**config.mk**
```make
export PLATFORM = sky130hd
export DESIGN_NAME = dmux_stream
export DESIGN_NICKNAME = d
export VERILOG_FILES = /design/src/rtl/dmux_stream.sv
export SDC_FILE = /design/constraint.sdc
export NUM_CORES = 1
export LEC_CHECK = 0
export CAP_MARGIN = 20
export CORE_UTILIZATION = 45
export CTS_CLUSTER_SIZE = 10
export DETAILED_ROUTE_END_ITERATION = 16
export PLACE_DENSITY_LB_ADDON = 0.12
export SLEW_MARGIN = 40
export SYNTH_ARGS = -nofsm -noshare
export SYNTH_HDL_FRONTEND = slang
export SYNTH_SLANG_ARGS = --single-unit
export TNS_END_PERCENT = 1
```
**constraint.sdc**
```tcl
create_clock -name clk -period 4.7 [get_ports clk]
set_input_delay 0.94 -clock clk [delete_from_list [all_inputs] [get_ports clk]]
set_output_delay 0.94 -clock clk [all_outputs]
set_load 0.05 [all_outputs]
```
**src/rtl/dmux_stream.sv**
```systemverilog
// dmux_stream: routes one WIDTH-bit valid/ready input stream to one of
// CHANNELS output streams, or broadcasts a beat to all of them.
// Each channel has a one-entry output register. A unicast beat therefore
// reaches its channel one cycle after it is accepted, and a channel can take
// one beat every cycle while its consumer keeps out_ready high.
// in_ready is the only combinational output.
module dmux_stream #(
   parameter  int WIDTH    = 1,
   parameter  int CHANNELS = 8,
   localparam int SEL_W    = $clog2(CHANNELS)
) (
   input  logic                      clk,
   input  logic                      rst_n,
   input  logic [WIDTH-1:0]          in_i,
   input  logic                      in_valid_i,
   output logic                      in_ready_o,
   input  logic [SEL_W-1:0]          sel_i,
   input  logic                      bcast_i,
   output logic [CHANNELS*WIDTH-1:0] out_o,
   output logic [CHANNELS-1:0]       out_valid_o,
   input  logic [CHANNELS-1:0]       out_ready_i,
   output logic                      err_sel_o
);

   // The select is widened by one bit so that the CHANNELS limit itself
   // fits. This keeps the range check exact for every legal CHANNELS,
   // including powers of two.
   localparam int               SW1    = SEL_W + 1;
   localparam logic [SEL_W:0]   CH_LIM = SW1'(CHANNELS);

   logic [CHANNELS*WIDTH-1:0] out_q;
   logic [CHANNELS*WIDTH-1:0] out_d;
   logic [CHANNELS-1:0]       out_valid_q;
   logic [CHANNELS-1:0]       out_valid_d;
   logic                      err_sel_q;
   logic                      err_sel_d;

   logic [CHANNELS-1:0]       free_s;
   logic [CHANNELS-1:0]       target_s;
   logic [CHANNELS-1:0]       load_s;
   logic [SEL_W:0]            sel_ext_s;
   logic                      sel_in_range_s;
   logic                      ready_s;
   logic                      accept_s;

   // Find the slots that can take a beat this cycle and the channels this
   // beat is aimed at.
   always_comb begin
      free_s         = ~out_valid_q | out_ready_i;
      sel_ext_s      = {1'b0, sel_i};
      sel_in_range_s = (sel_ext_s < CH_LIM);
      target_s       = '0;
      for (int i = 0; i < CHANNELS; i++) begin
         if (bcast_i) begin
            target_s[i] = 1'b1;
         end else if (sel_in_range_s && (sel_ext_s == SW1'(i))) begin
            target_s[i] = 1'b1;
         end else begin
            target_s[i] = 1'b0;
         end
      end
   end

   // A broadcast needs every slot free, so it is never split across
   // channels. A unicast needs only its own slot. An out-of-range select is
   // always taken so that it can be dropped.
   always_comb begin
      ready_s = 1'b1;
      if (bcast_i) begin
         ready_s = &free_s;
      end else if (sel_in_range_s) begin
         ready_s = |(target_s & free_s);
      end else begin
         ready_s = 1'b1;
      end
   end

   // Next state per channel. A load takes priority over a drain, so a slot
   // that is emptied and refilled in the same cycle leaves no bubble.
   // Drained data is kept; only the valid bit clears.
   always_comb begin
      accept_s    = in_valid_i & ready_s;
      load_s      = '0;
      out_d       = out_q;
      out_valid_d = out_valid_q;
      if (accept_s) begin
         load_s = target_s;
      end else begin
         load_s = '0;
      end
      for (int i = 0; i < CHANNELS; i++) begin
         if (load_s[i]) begin
            out_valid_d[i]             = 1'b1;
            out_d[i*WIDTH +: WIDTH]    = in_i;
         end else if (out_ready_i[i]) begin
            out_valid_d[i]             = 1'b0;
         end else begin
            out_valid_d[i]             = out_valid_q[i];
         end
      end
      err_sel_d = accept_s & ~bcast_i & ~sel_in_range_s;
   end

   // Output registers. Reset clears them at once, without waiting for a
   // clock edge, and any buffered beats are lost.
   always_ff @(posedge clk or negedge rst_n) begin
      if (!rst_n) begin
         out_q       <= '0;
         out_valid_q <= '0;
         err_sel_q   <= 1'b0;
      end else begin
         out_q       <= out_d;
         out_valid_q <= out_valid_d;
         err_sel_q   <= err_sel_d;
      end
   end

   assign in_ready_o  = ready_s;
   assign out_o       = out_q;
   assign out_valid_o = out_valid_q;
   assign err_sel_o   = err_sel_q;

endmodule

```
==> results of run 1 <==
## flip-flops by register name (all words and copies together) (netlist names)
name,count
out_o,8
out_valid_o,8
## worst max-delay path, cell delays in order
cell and delay (ns):
clkdlybuf4s50_1 0.67, inv_1 0.12, a31oi_2 0.27, o22ai_1 0.14, nor3_2 0.23, o21bai_1 0.10, clkdlybuf4s50_1 0.72
## stage by stage
step,hold WS [ns],util
finish,0.548,0.684
global route,0.578,0.684
CTS,0.545,0.684
detailed placement,0.526,0.672
global placement,0.517,0.672
floorplan,0.644,-
## power by group
part	leakage [nW]	internal (mW)	switching, mW
clock	0.0138	0.0298	0.0433
sequential	0.202	0.164	0.0139
combinational	0.262	0.0813	0.157
total	0.478	0.275	0.214
## per-layer routing
| layer | track usage | vias to the layer above | routed length [um] |
|---|---|---|---|
| li1 | - | 404 | - |
| met3 | 0.0431 | 7 | 148 |
| met4 | 0.129 | 0 | 55 |
| met2 | 0.375 | 43 | 1100 |
| met1 | 0.303 | 417 | 1040 |
| met5 | 0 | - | 0 |
## cell usage after synthesis, drive strengths merged (2+ instances only)
cell type / n / area (sq um)
o21ai: 17 / 85.1
a31oi: 2 / 18.8
nand2b: 9 / 56.3
a21oi: 3 / 18.8
nor2: 5 / 18.8
nand3: 2 / 10.0
o311ai: 7 / 61.3
nor3: 4 / 25.0
nor2b: 3 / 21.3
o22ai: 2 / 12.5
buf: 5 / 38.8
dfrtp: 16 / 400
nand2: 7 / 26.3
## final cells by class
cell class	count	area, sq um	share of cell area
flip-flops and latches	16	400	0.328
repair buffers	33	328	0.269
inverters	1	3.75	0.00308
clock buffers	3	22.5	0.0185
multi-input cells	70	434	0.356
well taps	25	31.3	0.0256
## worst paths after layout
check / startpoint / end / slack [ns]
max: sel_i[2] / in_ready_o / 0.56
min: out_o[7] / out_o[7] / 0.55
max reg2reg: out_valid_o[5] / out_o[1] / 2.93
min reg2reg: out_o[7] / out_o[7] / 0.55
max in group asynchronous: rst_n / out_o[1] / 3.16
min in group asynchronous: rst_n / out_valid_o[0] / 1.08
## cell families (layout without fill, tap and decap cells)
kind of cell,count (synthesis),after routing,share of synthesized area
AOI/OAI and AO/OA,35,35,0.270
and+or+nand+nor,33,33,0.210
DFF,16,16,0.456
buffers and inverters,6,37,0.0485
other,1,1,0.00428
muxes,1,1,0.0114
==> metrics.cfg, run 1 <==
[run_status]
status=completed

[route]
wl_per_cell_um=15.8
drt_iter0_drc=22
ant_nets=0
drc=0
via_per_inst=5.89
first_pass_iters=4
wirelength_um=2340
dr_total_vias=871

[timing]
finalCritPeriodShare=0.880
setup_viol=0
tns_ns=0
layout_min_cycle_time_ns=4.14
rsz0062_at_grt=no
slew_viol_final=0
hold_violations=0
tightest_slew_ns=0.739
worst_slack_ns=0.562
slew_headroom=0.506
finClkSkew_ns=0.00404
fmax_ghz=0.242

[clock_tree]
clk_path_buf_depth=2
cts_num_sinks=16
postCtsResizedCells=0
cts_tree=done
clk_pin_slew_ns=0.09
h-tree-depth=1
cts_setup_buffers=0
ctsHoldBuffers=0
clkLatencyLatePin_ns=0.29
cts_buffers=3
cts_root_buf=clkbuf_4

[global_routing]
grt_usage=0.237
grt_max_degree=17
antenna_found_initial=0
grt_pass1_wl_um=3550
grt_pass1_vias=833
gr-total-overflow=0

[placement]
gp_congestion=0.820
place_hpwl_um=1690
dp_slack_ns=0.587
io_buffers=32
place_area_sq_mm=0.00120
dp.cells=145

[final_layout]
fin_cells=148
finalNetCount=141
final_cell_mix=32 x clkdlybuf4s50_1, 16 x dfrtp_1, 10 x o21ai_1
layout_commonest_cell=clkdlybuf4s50_1
nFillCells=152
diodes=0
area_delta_synth_final_pct=39.1
drive_gt1_frac=0.0813
finalInstanceArea_sq_mm=0.00122

[die]
die_x_um=46.2
die-area_sq_mm=0.00213
die_h_um=46.2
initial_core_util=0.492
io-pin-count=34
fp.coreArea_sq_mm=0.00178
rows=15

[synthesis]
ys_seq_area_frac=0.456
synth_ff_type=dfrtp_1
synth_nets=108
synth_edf_count=0
syn_inst=92
synth_seq_cells=16
synthesis.area_sq_um=877
ys_async_sr_fraction=1.00
synth_warnings=0
syn-mean-instance-area_sq_um=9.53
netlist-cell-type-count=30

[job]
drv_cap=0

[min_path]
min_path_type=flop to flop
hold-path-cell-count=2

[worst_setup_path]
cp_max_fo=9
worst_ep_arrival_time_ns=3.20
r2r_cells=6
start_kind=input pin
crit_required_ns=3.76
criticalPathCategory=input pin to output pin
crit_path_end_kind=output pin

[power_and_ir_drop]
total_power_uw=489
leakage_nw=0.478
ir_worst_vdd_mv=0.225
power.density_mw_per_mm2=401

(Power assumes the default switching activity.)
==> inputs of run 2 (changes only) <==
- clock period: 4.7 -> 5.11 ns (I/O delays scaled with it)
==> run 2 against run 1 <==
Global-route usage shrank 2.7 points. Via count shrank 0.11%. Register-to-register slack gained 0.41 ns. Sequential power shrank 8%. First-iteration DRC count shrank 27%. Clock skew grew 0.0023 ns. Combinational power shrank 8.4%. Largest power group unchanged.
==> metrics.cfg, run 2 (synthesis gave the netlist of run 1 again) <==
[die]
rows=15
initial_core_util=0.492
io-pin-count=34
die-area_sq_mm=0.00213
die_x_um=46.2
fp.coreArea_sq_mm=0.00178
die_h_um=46.2

[worst_setup_path]
startpoint=sel_i[2]
crit_required_ns=4.09
r2r_cells=7
crit_chain=clkdlybuf4s50_1 > inv_1 > a31oi_2 > o22ai_1 > nor3_2 > buf_4 > o21bai_1 > clkdlybuf4s50_1
cp_max_fo=11
crit_path_end_kind=output pin
reg2reg_to=out_o[3]
start_kind=input pin
crit_path_end=in_ready_o
worst_ep_arrival_time_ns=3.46
cp_slowest_stage_delay_ns=0.71
r2r-start=out_valid_o[7]
critPathMostFrequentCell=clkdlybuf4s50_1
crit_slowest_cell=clkdlybuf4s50_1
r2r_slack_ns=3.34
criticalPathCategory=input pin to output pin

[timing]
hold_violations=0
layout_min_cycle_time_ns=4.48
slew_viol_final=0
setup_viol=0
finalCritPeriodShare=0.877
tightest_slew_ns=0.499
rsz0062_at_grt=no
fmax_ghz=0.223
slew_headroom=0.666
tns_ns=0
finClkSkew_ns=0.00637
worst_slack_ns=0.631

[clock_tree]
cts_buffers=3
cts_root_buf=clkbuf_4
cts_num_sinks=16
ctsHoldBuffers=0
clkLatencyLatePin_ns=0.28
postCtsResizedCells=0
cts_setup_buffers=0
clk_pin_slew_ns=0.09
cts_tree=done
h-tree-depth=1
clk_path_buf_depth=2

[power_and_ir_drop]
ir_worst_vdd_mv=0.222
leakage_nw=0.485
power.density_mw_per_mm2=378

[route]
wl_per_cell_um=14.2
drt_iter0_drc=16
ant_nets=0
wirelength_um=2110
first_pass_iters=4
drc=0
dr_total_vias=870
via_per_inst=5.84

[final_layout]
drive_gt1_frac=0.0968
area_delta_synth_final_pct=40.1
nFillCells=152
final_cell_mix=31 x clkdlybuf4s50_1, 16 x dfrtp_1, 10 x o21ai_1
finalNetCount=141
layout_commonest_cell=clkdlybuf4s50_1
diodes=0

[global_routing]
grt_max_degree=17
grt_usage=0.210
gr-total-overflow=0
grt_pass1_vias=726
grt_pass1_wl_um=3160
antenna_found_initial=0

[run_status]
status=completed

[job]
drv_cap=0

[placement]
place_hpwl_um=1580
dp_slack_ns=0.678
gp_congestion=0.796
io_buffers=32

[min_path]
min_path_type=flop to flop

[run 2: worst min-delay path by stage]
stage | startpoint | end | slack [ns] | depth (start not counted)
floorplan | rst_n | out_o[0] | 0.73 | 0
global placement | out_valid_o[2] | out_valid_o[2] | 0.52 | 2
detailed placement | out_o[7] | out_o[7] | 0.53 | 2
CTS | out_o[7] | out_o[7] | 0.55 | 2
global route | out_o[7] | out_o[7] | 0.57 | 2
finish | out_o[7] | out_o[7] | 0.55 | 2
[run 2: area by class of cell]
class                   count  area, sq um  area share
clock buffers               4         36.3      0.0295
inverters                   1         3.75     0.00305
multi-input cells          70          434       0.353
flip-flops and latches     16          400       0.326
well taps                  25         31.3      0.0255
repair buffers             33          323       0.263
[run 2: per-layer routing]
| layer | GRT usage | vias to the layer above | part of all wire |
|---|---|---|---|
| li1 | - | 409 | - |
| met1 | 0.273 | 413 | 0.44 |
| met2 | 0.358 | 42 | 0.47 |
| met3 | 0.0275 | 6 | 0.078 |
| met4 | 0.0706 | 0 | 0.018 |
| met5 | 0 | - | 0 |
[run 2: where the power goes]
part	internal (mW)	leakage (nW)	total [mW]	switching, mW
combinational	0.0744	0.262	0.218	0.143
clock	0.0433	0.0210	0.0826	0.0393
sequential	0.151	0.202	0.164	0.0130
[run 2: worst max-delay path, delay by kind of cell]
family / cells / cell delay (ns)
compound gates: 3 / 0.52
buf+inv: 4 / 1.70
simple gates: 1 / 0.21
[run 2: per-stage QoR]
stage	total power, mW	hold slack, ns	instances	utilization	area [sq um]
finish	0.464	0.549	149	0.689	1230
global route	0.483	0.570	149	0.689	1230
detailed placement	0.383	0.529	145	0.672	1200
CTS	0.467	0.546	149	0.692	1230
global placement	0.382	0.524	145	0.672	1200
floorplan	0.306	0.726	92	-	877
==> inputs of run 3 (changes only) <==
- CORE_MARGIN: default -> 3
==> run 3 against run 2 <==
Final cell count fell by 0.67%. Maximum frequency is 0.63% higher. Core utilization fell by 0.49 points. Sequential share of layout area grew 0.23 points. Non-clock buffer count unchanged. Flip-flop and latch count unchanged. First-iteration DRC count rose by 31%. Worst hold slack better by 0.0018 ns. Combinational power is essentially flat. Sequential power about the same. Critical endpoint unchanged. Via count decreased by 1.7%.
==> metrics.cfg, run 3 (synthesis gave the netlist of run 1 again) <==
[final_layout]
layout_commonest_cell=clkdlybuf4s50_1
fin_cells=148
area_delta_synth_final_pct=39.1
diodes=0
finalNetCount=141
drive_gt1_frac=0.0813
finalInstanceArea_sq_mm=0.00122
final_cell_mix=32 x clkdlybuf4s50_1, 16 x dfrtp_1, 10 x o21ai_1
nFillCells=138

[die]
die_x_um=50.2
rows=15
die_h_um=50.2
die-area_sq_mm=0.00252
fp.coreArea_sq_mm=0.00178
io-pin-count=34
initial_core_util=0.492

[global_routing]
grt_pass1_wl_um=3730
antenna_found_initial=0
grt_max_degree=17
grt_usage=0.193
gr-total-overflow=0
grt_pass1_vias=832

[placement]
dp.cells=145
place_area_sq_mm=0.00120
gp_congestion=0.826
io_buffers=32
place_hpwl_um=1720

[clock_tree]
clkLatencyLatePin_ns=0.28
ctsHoldBuffers=0
postCtsResizedCells=0
h-tree-depth=1
clk_pin_slew_ns=0.08
cts_root_buf=clkbuf_4
cts_tree=done
clk_path_buf_depth=2
cts_setup_buffers=0
cts_num_sinks=16
cts_buffers=3

[timing]
slew_headroom=0.521
rsz0062_at_grt=no
finClkSkew_ns=0.00353
finalCritPeriodShare=0.871
tns_ns=0
fin_hold_ws_ns=0.551
fmax_ghz=0.225
setup_viol=0
layout_min_cycle_time_ns=4.45
tightest_slew_ns=0.716
hold_violations=0
slew_viol_final=0

[power_and_ir_drop]
ir_worst_vdd_mv=0.242
total_power_uw=447
leakage_nw=0.478
power.density_mw_per_mm2=367

[worst_setup_path]
worst_ep_arrival_time_ns=3.43
startpoint=sel_i[2]
crit_path_end_kind=output pin
cp_max_fo=11
criticalPathCategory=input pin to output pin
crit_required_ns=4.09
start_kind=input pin
r2r-start=out_valid_o[5]

[route]
via_per_inst=5.78
ant_nets=0
drt_iter0_drc=21
drc=0
wirelength_um=2280
first_pass_iters=4
dr_total_vias=855
wl_per_cell_um=15.4

[run_status]
status=completed

[job]
drv_cap=0

[min_path]
hp-start=out_valid_o[6]
min_path_type=flop to flop

## run 3: changes by cell type in the layout (fill, tap and decap cells not counted)
cell / change
clkdlybuf4s50_1: +1
clkbuf_8: -1
buf_2: -1
## run 3: stage by stage
step,utilization,worst slack [ns]
2_1_floorplan,-,1.61
5_1_grt,0.684,0.522
4_1_cts,0.684,0.672
3_3_place_gp,0.672,0.736
6_report,0.684,0.659
3_5_place_dp,0.672,0.701
## run 3: path summary, 6_finish.rpt
check                                  to  slack (ns)  cells after the start
max                            in_ready_o        0.66                      8
min                        out_valid_o[6]        0.55                      2
max reg2reg                      out_o[3]        3.39                      6
min reg2reg                out_valid_o[6]        0.55                      2
max in group asynchronous  out_valid_o[5]        3.50                      1
min in group asynchronous        out_o[0]        1.16                      1
## run 3: critical path, stage by stage
cell	delay [ns]
clkdlybuf4s50_1	0.67
inv_1	0.12
a31oi_2	0.28
o22ai_1	0.15
nor3_2	0.19
buf_4	0.19
o21bai_1	0.07
clkdlybuf4s50_1	0.72
## run 3: final cells by class
type	count	area, sq um	area share
Inverter	1	3.75	0.00308
Tap cell	25	31.3	0.0256
Timing Repair Buffer	33	328	0.269
Clock buffer	3	22.5	0.0185
Sequential cell	16	400	0.328
Multi-Input combinational cell	70	434	0.356
## run 3: metal layers
| layer | global-route usage | vias to the layer above | share of wire |
|---|---|---|---|
| met5 | 0 | - | 0 |
| met3 | 0.0475 | 4 | 0.078 |
| met2 | 0.311 | 37 | 0.48 |
| li1 | - | 409 | - |
| met4 | 0.0829 | 0 | 0.010 |
| met1 | 0.243 | 405 | 0.44 |
## run 3: where the power goes
group          total, mW  switching (mW)  internal [mW]
combinational      0.218           0.144         0.0747
clock             0.0641          0.0368         0.0274
sequential         0.165          0.0139          0.151
